===== config.mk =====
export PLATFORM = sky130hd
export DESIGN_NAME = hub75_rx
export DESIGN_NICKNAME = d
export VERILOG_FILES = /design/src/rtl/hub75_pkg.sv /design/src/rtl/hub75_sync_edge.sv /design/src/rtl/hub75_rx.sv
export SDC_FILE = /design/constraint.sdc
export NUM_CORES = 1
export LEC_CHECK = 0
export CORE_MARGIN = 1
export CORE_UTILIZATION = 63
export CTS_CLUSTER_SIZE = 40
export DETAILED_ROUTE_END_ITERATION = 12
export DONT_BUFFER_PORTS = 1
export GPL_ROUTABILITY_DRIVEN = 0
export MAX_ROUTING_LAYER = met4
export PLACE_DENSITY = 0.85
export SYNTH_ARGS = -nofsm -noshare
export SYNTH_HDL_FRONTEND = slang
export SYNTH_SLANG_ARGS = --single-unit

===== constraint.sdc =====
create_clock -name clock -period 4.7 [get_ports clock]
set_clock_uncertainty 0.2 [all_clocks]
set_input_delay 0.235 -clock clock [delete_from_list [all_inputs] [get_ports clock]]
set_output_delay 0.235 -clock clock [all_outputs]
set_load 0.01 [all_outputs]

===== src/rtl/hub75_pkg.sv =====
// Shared HUB75 definitions used by the panel receiver and the matrix driver.
package hub75_pkg;

  localparam int HUB75_WIDTH  = 64;
  localparam int HUB75_ROWS   = 32;
  localparam int HUB75_ADDR_W = 5;

  typedef struct packed {
    logic r;
    logic g;
    logic b;
  } rgb_t;

  // One shifted column: upper-half and lower-half pixel.
  typedef struct packed {
    rgb_t upper;
    rgb_t lower;
  } line_pix_t;

  typedef enum logic [1:0] {
    IDLE       = 2'd0,
    EMIT_UPPER = 2'd1,
    EMIT_LOWER = 2'd2
  } emit_state_t;

endpackage


===== src/rtl/hub75_sync_edge.sv =====
// N-stage synchronizer for asynchronous HUB75 pins, with a history flop for
// rise/fall/any-edge detection on the synchronized value.
module hub75_sync_edge #(
  parameter int W      = 1,
  parameter int STAGES = 2
) (
  input  logic         clock_i,
  input  logic [W-1:0] async_i,
  output logic [W-1:0] sync_o,
  output logic [W-1:0] rise_o,
  output logic [W-1:0] fall_o,
  output logic [W-1:0] any_o
);

  logic [W-1:0] stage_q [STAGES];
  logic [W-1:0] hist_q;

  // No reset: the chain settles to the pin level while reset is held,
  // so no spurious edge appears when reset releases.
  always_ff @(posedge clock_i) begin
    stage_q[0] <= async_i;
    for (int i = 1; i < STAGES; i++) begin
      stage_q[i] <= stage_q[i-1];
    end
    hist_q <= stage_q[STAGES-1];
  end

  assign sync_o = stage_q[STAGES-1];
  assign rise_o = sync_o & ~hist_q;
  assign fall_o = ~sync_o & hist_q;
  assign any_o  = sync_o ^ hist_q;

endmodule


===== src/rtl/hub75_rx.sv =====
// HUB75 panel emulator: captures shifted row pairs into a ping-pong line
// buffer and replays them on latch as a valid/ready pixel stream.
module hub75_rx
  import hub75_pkg::*;
#(
  parameter int WIDTH          = HUB75_WIDTH,
  parameter int ROWS           = HUB75_ROWS,
  parameter int SYNC_STAGES    = 2,
  parameter bit LATCH_ANY_EDGE = 1'b1
) (
  input  logic                        clock,
  input  logic                        reset,
  input  logic [$clog2(ROWS)-1:0]     hub_addr,
  input  logic                        hub_clk,
  input  logic [2:0]                  hub_rgb1,
  input  logic [2:0]                  hub_rgb2,
  input  logic                        hub_oe,
  input  logic                        hub_lat,
  output logic                        pix_valid,
  input  logic                        pix_ready,
  output logic [$clog2(WIDTH)-1:0]    pix_x,
  output logic [$clog2(2*ROWS)-1:0]   pix_y,
  output logic [2:0]                  pix_rgb,
  output logic                        pix_sof,
  output logic                        panel_on,
  output logic [15:0]                 rows_latched,
  output logic                        overrun,
  output logic                        drop_err
);

  localparam int XW = $clog2(WIDTH);
  localparam int AW = $clog2(ROWS);
  localparam int YW = $clog2(2*ROWS);
  localparam int NW = $clog2(WIDTH+1);
  localparam int DW = AW + 6;

  // Handshake: a pixel transfers on a cycle where pix_valid && pix_ready;
  // once raised, pix_valid and the pixel fields hold until that transfer.

  logic clk_sync, clk_rise, clk_fall, clk_any;
  logic lat_sync, lat_rise, lat_fall, lat_any;
  logic oe_sync, oe_rise, oe_fall, oe_any;
  logic [DW-1:0] data_sync, data_rise, data_fall, data_any;

  hub75_sync_edge #(.W(1), .STAGES(SYNC_STAGES)) u_clk_sync (
    .clock_i(clock), .async_i(hub_clk),
    .sync_o(clk_sync), .rise_o(clk_rise), .fall_o(clk_fall), .any_o(clk_any)
  );
  hub75_sync_edge #(.W(1), .STAGES(SYNC_STAGES)) u_lat_sync (
    .clock_i(clock), .async_i(hub_lat),
    .sync_o(lat_sync), .rise_o(lat_rise), .fall_o(lat_fall), .any_o(lat_any)
  );
  hub75_sync_edge #(.W(1), .STAGES(SYNC_STAGES)) u_oe_sync (
    .clock_i(clock), .async_i(hub_oe),
    .sync_o(oe_sync), .rise_o(oe_rise), .fall_o(oe_fall), .any_o(oe_any)
  );
  hub75_sync_edge #(.W(DW), .STAGES(SYNC_STAGES)) u_data_sync (
    .clock_i(clock), .async_i({hub_addr, hub_rgb1, hub_rgb2}),
    .sync_o(data_sync), .rise_o(data_rise), .fall_o(data_fall), .any_o(data_any)
  );

  logic unused_edges;
  assign unused_edges = ^{clk_sync, clk_fall, clk_any, lat_sync, lat_fall,
                          oe_rise, oe_fall, oe_any, data_rise, data_fall, data_any};

  logic [AW-1:0] addr_sync;
  rgb_t          rgb1_sync, rgb2_sync;
  assign addr_sync = data_sync[DW-1:6];
  assign rgb1_sync = data_sync[5:3];
  assign rgb2_sync = data_sync[2:0];

  logic lat_evt;
  assign lat_evt = LATCH_ANY_EDGE ? lat_any : lat_rise;

  line_pix_t     line_q [2][WIDTH];
  logic          cap_sel_q, cap_sel_d;
  logic [NW-1:0] n_q, n_d, n_shift;
  logic [NW-1:0] len_q, len_d;
  logic [XW-1:0] k_q, k_d;
  logic [AW-1:0] row_q, row_d;
  emit_state_t   state_q, state_d;
  logic [15:0]   rows_latched_q;
  logic          overrun_q, drop_q, panel_on_q;

  logic shift_ok, commit, accept, k_last;

  assign shift_ok = clk_rise && (n_q < NW'(WIDTH));
  // A shift landing in the latch cycle belongs to the committed line.
  assign n_shift  = shift_ok ? n_q + NW'(1) : n_q;
  assign commit   = lat_evt && (state_q == IDLE);
  assign accept   = pix_valid && pix_ready;
  assign k_last   = ((NW'(k_q) + NW'(1)) == len_q);

  always_comb begin
    state_d   = state_q;
    k_d       = k_q;
    len_d     = len_q;
    row_d     = row_q;
    cap_sel_d = cap_sel_q;
    n_d       = lat_evt ? '0 : n_shift;
    if (commit) begin
      cap_sel_d = ~cap_sel_q;
      len_d     = n_shift;
      row_d     = addr_sync;
      k_d       = '0;
      state_d   = (n_shift == '0) ? IDLE : EMIT_UPPER;
    end else if (accept) begin
      if (k_last) begin
        k_d     = '0;
        state_d = (state_q == EMIT_UPPER) ? EMIT_LOWER : IDLE;
      end else begin
        k_d = k_q + XW'(1);
      end
    end
  end

  always_ff @(posedge clock) begin
    if (reset) begin
      state_q        <= IDLE;
      k_q            <= '0;
      len_q          <= '0;
      row_q          <= '0;
      cap_sel_q      <= 1'b0;
      n_q            <= '0;
      rows_latched_q <= '0;
      overrun_q      <= 1'b0;
      drop_q         <= 1'b0;
      panel_on_q     <= 1'b0;
    end else begin
      state_q    <= state_d;
      k_q        <= k_d;
      len_q      <= len_d;
      row_q      <= row_d;
      cap_sel_q  <= cap_sel_d;
      n_q        <= n_d;
      panel_on_q <= ~oe_sync;
      if (lat_evt) rows_latched_q <= rows_latched_q + 16'd1;
      if (clk_rise && (n_q == NW'(WIDTH))) overrun_q <= 1'b1;
      if (lat_evt && (state_q != IDLE)) drop_q <= 1'b1;
    end
  end

  always_ff @(posedge clock) begin
    if (shift_ok) line_q[cap_sel_q][n_q[XW-1:0]] <= '{upper: rgb1_sync, lower: rgb2_sync};
  end

  line_pix_t emit_ent;
  assign emit_ent  = line_q[~cap_sel_q][k_q];
  assign pix_valid = (state_q != IDLE);

  // The last-shifted bit sits at column WIDTH-1, so a short line is right-aligned.
  always_comb begin
    pix_x   = '0;
    pix_y   = '0;
    pix_rgb = '0;
    pix_sof = 1'b0;
    if (pix_valid) begin
      pix_x   = XW'(WIDTH - int'(len_q) + int'(k_q));
      pix_y   = (state_q == EMIT_LOWER) ? YW'(row_q) + YW'(ROWS) : YW'(row_q);
      pix_rgb = (state_q == EMIT_LOWER) ? emit_ent.lower : emit_ent.upper;
      pix_sof = (state_q == EMIT_UPPER) && (k_q == '0) && (row_q == '0);
    end
  end

  assign panel_on     = panel_on_q;
  assign rows_latched = rows_latched_q;
  assign overrun      = overrun_q;
  assign drop_err     = drop_q;

endmodule


==> metrics.md <==
| Metric | Value |
|---|---|
| Setup WS post-layout | 111 ps |
| CP Launch Type | register |
| Crit end category | output pin |
| Min-delay src | u_data_sync.stage_q[0][1] |
| Fraction of layout cells with a size suffix above 1 | 19.2% |
| Syn_area_per_cell | 18.6 µm² |
| Number of synthesized flops with an enable pin | 768 |
| # H-tree levels | 3 |
| Period utilisation layout | 97.6% |
| Static leakage | 11.5 nW |
| Finished Cell Area | 36,900 µm² |
| Max Slew Vio Count | 0 |
| Post-DP HPWL | 47,500 µm |
| Sequential element share of the synthesized area | 74.4% |
| Grt ovf | 0 |
| Largest net degree at the start of global routing | 129 |
| Setup violators final | 0 |
| Clock transition at the registers of the reported paths | 70 ps |
| Setup TNS | 0 ps |
| Worst setup path category | register to output pin |
| CP required | 4260 ps |
| Hold worst-path end | u_data_sync.stage_q[0][12] |
| Synth area leaders | edfxtp_1 70%, mux4_2 12%, dfxtp_1 4.7%, nor2_1 2.1%, mux2i_1 1.9% |
| CTS root buffer | clkbuf_16 |
| Dominant cell type by area after synthesis | edfxtp_1 |
| CTS buffer count | 79 |
| DIE AREA | 53,400 µm² |
| Unrepaired setup endpoints after global routing | no |
| MaxCap Viol Count | 0 |
| 1st-iter DRT viols | 3,049 |
| Hold Slack | 126 ps |
| R2R cell count | 3 |
| First-pass GRT wire length | 123,000 µm |
| Clock sink count | 845 |
| DP Area | 33,900 µm² |
| Worst ir drop on vdd | 0.305 mV |
| Min-Delay Path Class | register to register |
| Status | finished with violations |
| Mapped cell area | 33,100 µm² |
| Power density cells | 433 nW/µm² |
| Crit-path max FO | 16 |
| Final hold violations | 0 |
| Worst slew margin | 6.61% |
| WL/cell | 32.8 µm |
| Nets | 1,864 |
| Core ar. | 51,600 µm² |
| Residual DRC | 1 |
| Antenna violations before repair | 1 |
| Total track usage | 33.4% |
| Post_cts resized | 0 |
| First-pass DRT Iterations | 11 |
| Row count | 83 |
| Vias in the first global route | 18,637 |
| R2r startpoint | n_q[2] |
| Hold path cells | 0 |
| Port Buffer Count | 0 |
| Antenna-violating nets left | 0 |
| Boundary Pins | 53 |
| Ys Warns | 0 |
| Synthesized net count | 1,801 |
| CTS max path bufs | 3 |
| Pre-CTS setup slack | 912 ps |
| Yosys reg bits | 845 |
| Reg2reg setup slack | 850 ps |
| Vias/cell | 7.26 |
| Post-synth top area share | 69.7% |
| Area Overhead vs Synth | 11.5% |
| WP data arrival | 4150 ps |
| Post-synth cell types | 60 |
| Die Wd | 231 µm |
| Mapped Cells | 1,773 |
| Failing checks | design-rule violations |
| Filler cells | 2,732 |
| Total wire length | 84,600 µm |
| Synth Flop Type | edfxtp_1 |
| Worst-Margin Slew | 1400 ps |
| RR Endpoint | line_q[0][344] |
| Ys async rst share | 0% |
| Die Height | 231 µm |
| Initial Util | 64.1% |
| Max Fclk | 218 MHz |
| CTS tree | built |
| Post-layout min period | 4590 ps |
| Skew-Pair Late Insertion Delay | 640 ps |
| Routed via count | 18,726 |
[worst max-delay path, cell delays in order, from the launching register on]
cell and delay [ps]:
dfxtp_1 740, nand2b_1 540, o21ai_0 980, o22ai_1 270, nor4_1 590, or4_1 390
[synthesized netlist by cell type, drive strengths merged (3+ instances only)]
cell type / n
inv: 15
and2: 12
mux4: 180
nor2b: 12
mux2i: 63
nand3: 15
o221ai: 6
o22ai: 10
nand2b: 5
clkbuf: 51
a21o: 5
xor2: 21
a211oi: 17
nand2: 70
nor3b: 4
or3: 5
nor4: 5
nand4: 10
nor2: 184
xnor2: 8
mux2: 15
buf: 47
o211ai: 4
and3: 3
ha: 10
a31oi: 6
nor4b: 3
a221oi: 11
o21ai: 31
edfxtp: 768
a21oi: 41
dfxtp: 77
a22oi: 18
nor3: 9
[cell usage in the layout (no fill, tap or decap), types with 6 or more instances in the layout]
cell type      Yosys  layout
nor3_1             9       9
xnor2_1            8       8
o21ai_0           31      31
nor2_1           184     184
and2_1            12      12
dfxtp_4            0       9
dfxtp_1           77      68
clkbuf_16          0      85
buf_4             15      41
mux2i_1           63      63
a22oi_1           18      18
a31oi_1            6       6
a211oi_1          17      17
clkinv_1           0      14
a21oi_1           41      41
o221ai_1           6       6
inv_1             13      13
nand3_1           15      15
ha_1              10      10
nand2_1           70      70
mux4_2           180     180
a221oi_1          11      11
bufinv_16          0       8
mux2_2            15      15
dlygate4sd3_1      0      31
buf_12             0       7
edfxtp_1         768     768
xor2_1            21      21
nand4_1           10      10
clkbuf_1          51      22
o22ai_1           10      10
nor2b_1           12      12
[what timing repair did]
item	in CTS	in global routing
endpoints found under the setup margin	0	1
hold endpoints to repair	61	0
buffers inserted	0	1
hold buffers	32	0
[cells by family after synthesis]
family,Yosys count,synth area share [%]
flops,845,74.4
simple gates,345,4.60
mux,258,14.7
compound gates,172,3.48
buf+inv,113,1.63
xor+xnor,29,0.768
fa+ha+maj,11,0.439
[registers in the layout, summed over array words and instances (netlist names), 2 cells and up]
register             count
k_q                      6
n_q                      7
rows_latched            16
u_data_sync.stage_q     22
u_lat_sync.stage_q       2
state_q                  2
u_clk_sync.stage_q       2
u_oe_sync.stage_q        2
line_q                 768
len_q                    7
row_q                    5
[where the power goes]
| part | switching, mW | leakage [nW] | total, mW | internal, mW |
|---|---|---|---|---|
| combinational | 0.567 | 2.71 | 1.05 | 0.483 |
| sequential | 0.118 | 7.54 | 8.34 | 8.22 |
| clock | 2.77 | 1.27 | 6.56 | 3.79 |
| total | 3.46 | 11.5 | 16.0 | 12.5 |
[cell type report]
cell class / instances / area (µm²) / area share (%)
Antenna cell: 1 / 2.50 / 0.00679
Clock buffer: 110 / 2250 / 6.10
Clock inverter: 32 / 370 / 1.00
Inverter: 15 / 56.3 / 0.153
Multi-Input combinational cell: 815 / 7920 / 21.5
Sequential cell: 845 / 24600 / 66.8
Tap cell: 680 / 851 / 2.31
Timing Repair Buffer: 80 / 786 / 2.13
[worst max path at each step]
stage / slack (ps) / cells after the start / endpoint / from
3_3_place_gp: 990 / 7 / pix_rgb[0] / cap_sel_q
6_report: 110 / 5 / pix_rgb[0] / k_q[2]
4_1_cts: 230 / 7 / pix_rgb[0] / cap_sel_q
2_1_floorplan: 1470 / 12 / k_q[5] / k_q[1]
3_5_place_dp: 910 / 7 / pix_rgb[0] / cap_sel_q
5_1_grt: 130 / 7 / pix_rgb[0] / cap_sel_q
[per-stage QoR]
step / std cells / util (%) / total power, mW
3_5_place_dp: 2402 / 65.7 / 9.45
4_1_cts: 2576 / 71.4 / 15.9
5_1_grt: 2578 / 71.5 / 16.3
6_report: 2578 / 71.5 / 16.0
2_1_floorplan: 1773 / - / 9.20
3_3_place_gp: 2402 / 65.7 / 9.42
[metal layers]
layer | wire, µm | track usage, % | vias up
met5 | 0 | - | -
met2 | 39800 | 50.6 | 1741
met3 | 11000 | 9.34 | 403
met1 | 29200 | 42.4 | 9345
li1 | - | - | 7237
met4 | 4660 | 15.6 | 0
(Power assumes the default switching activity.)
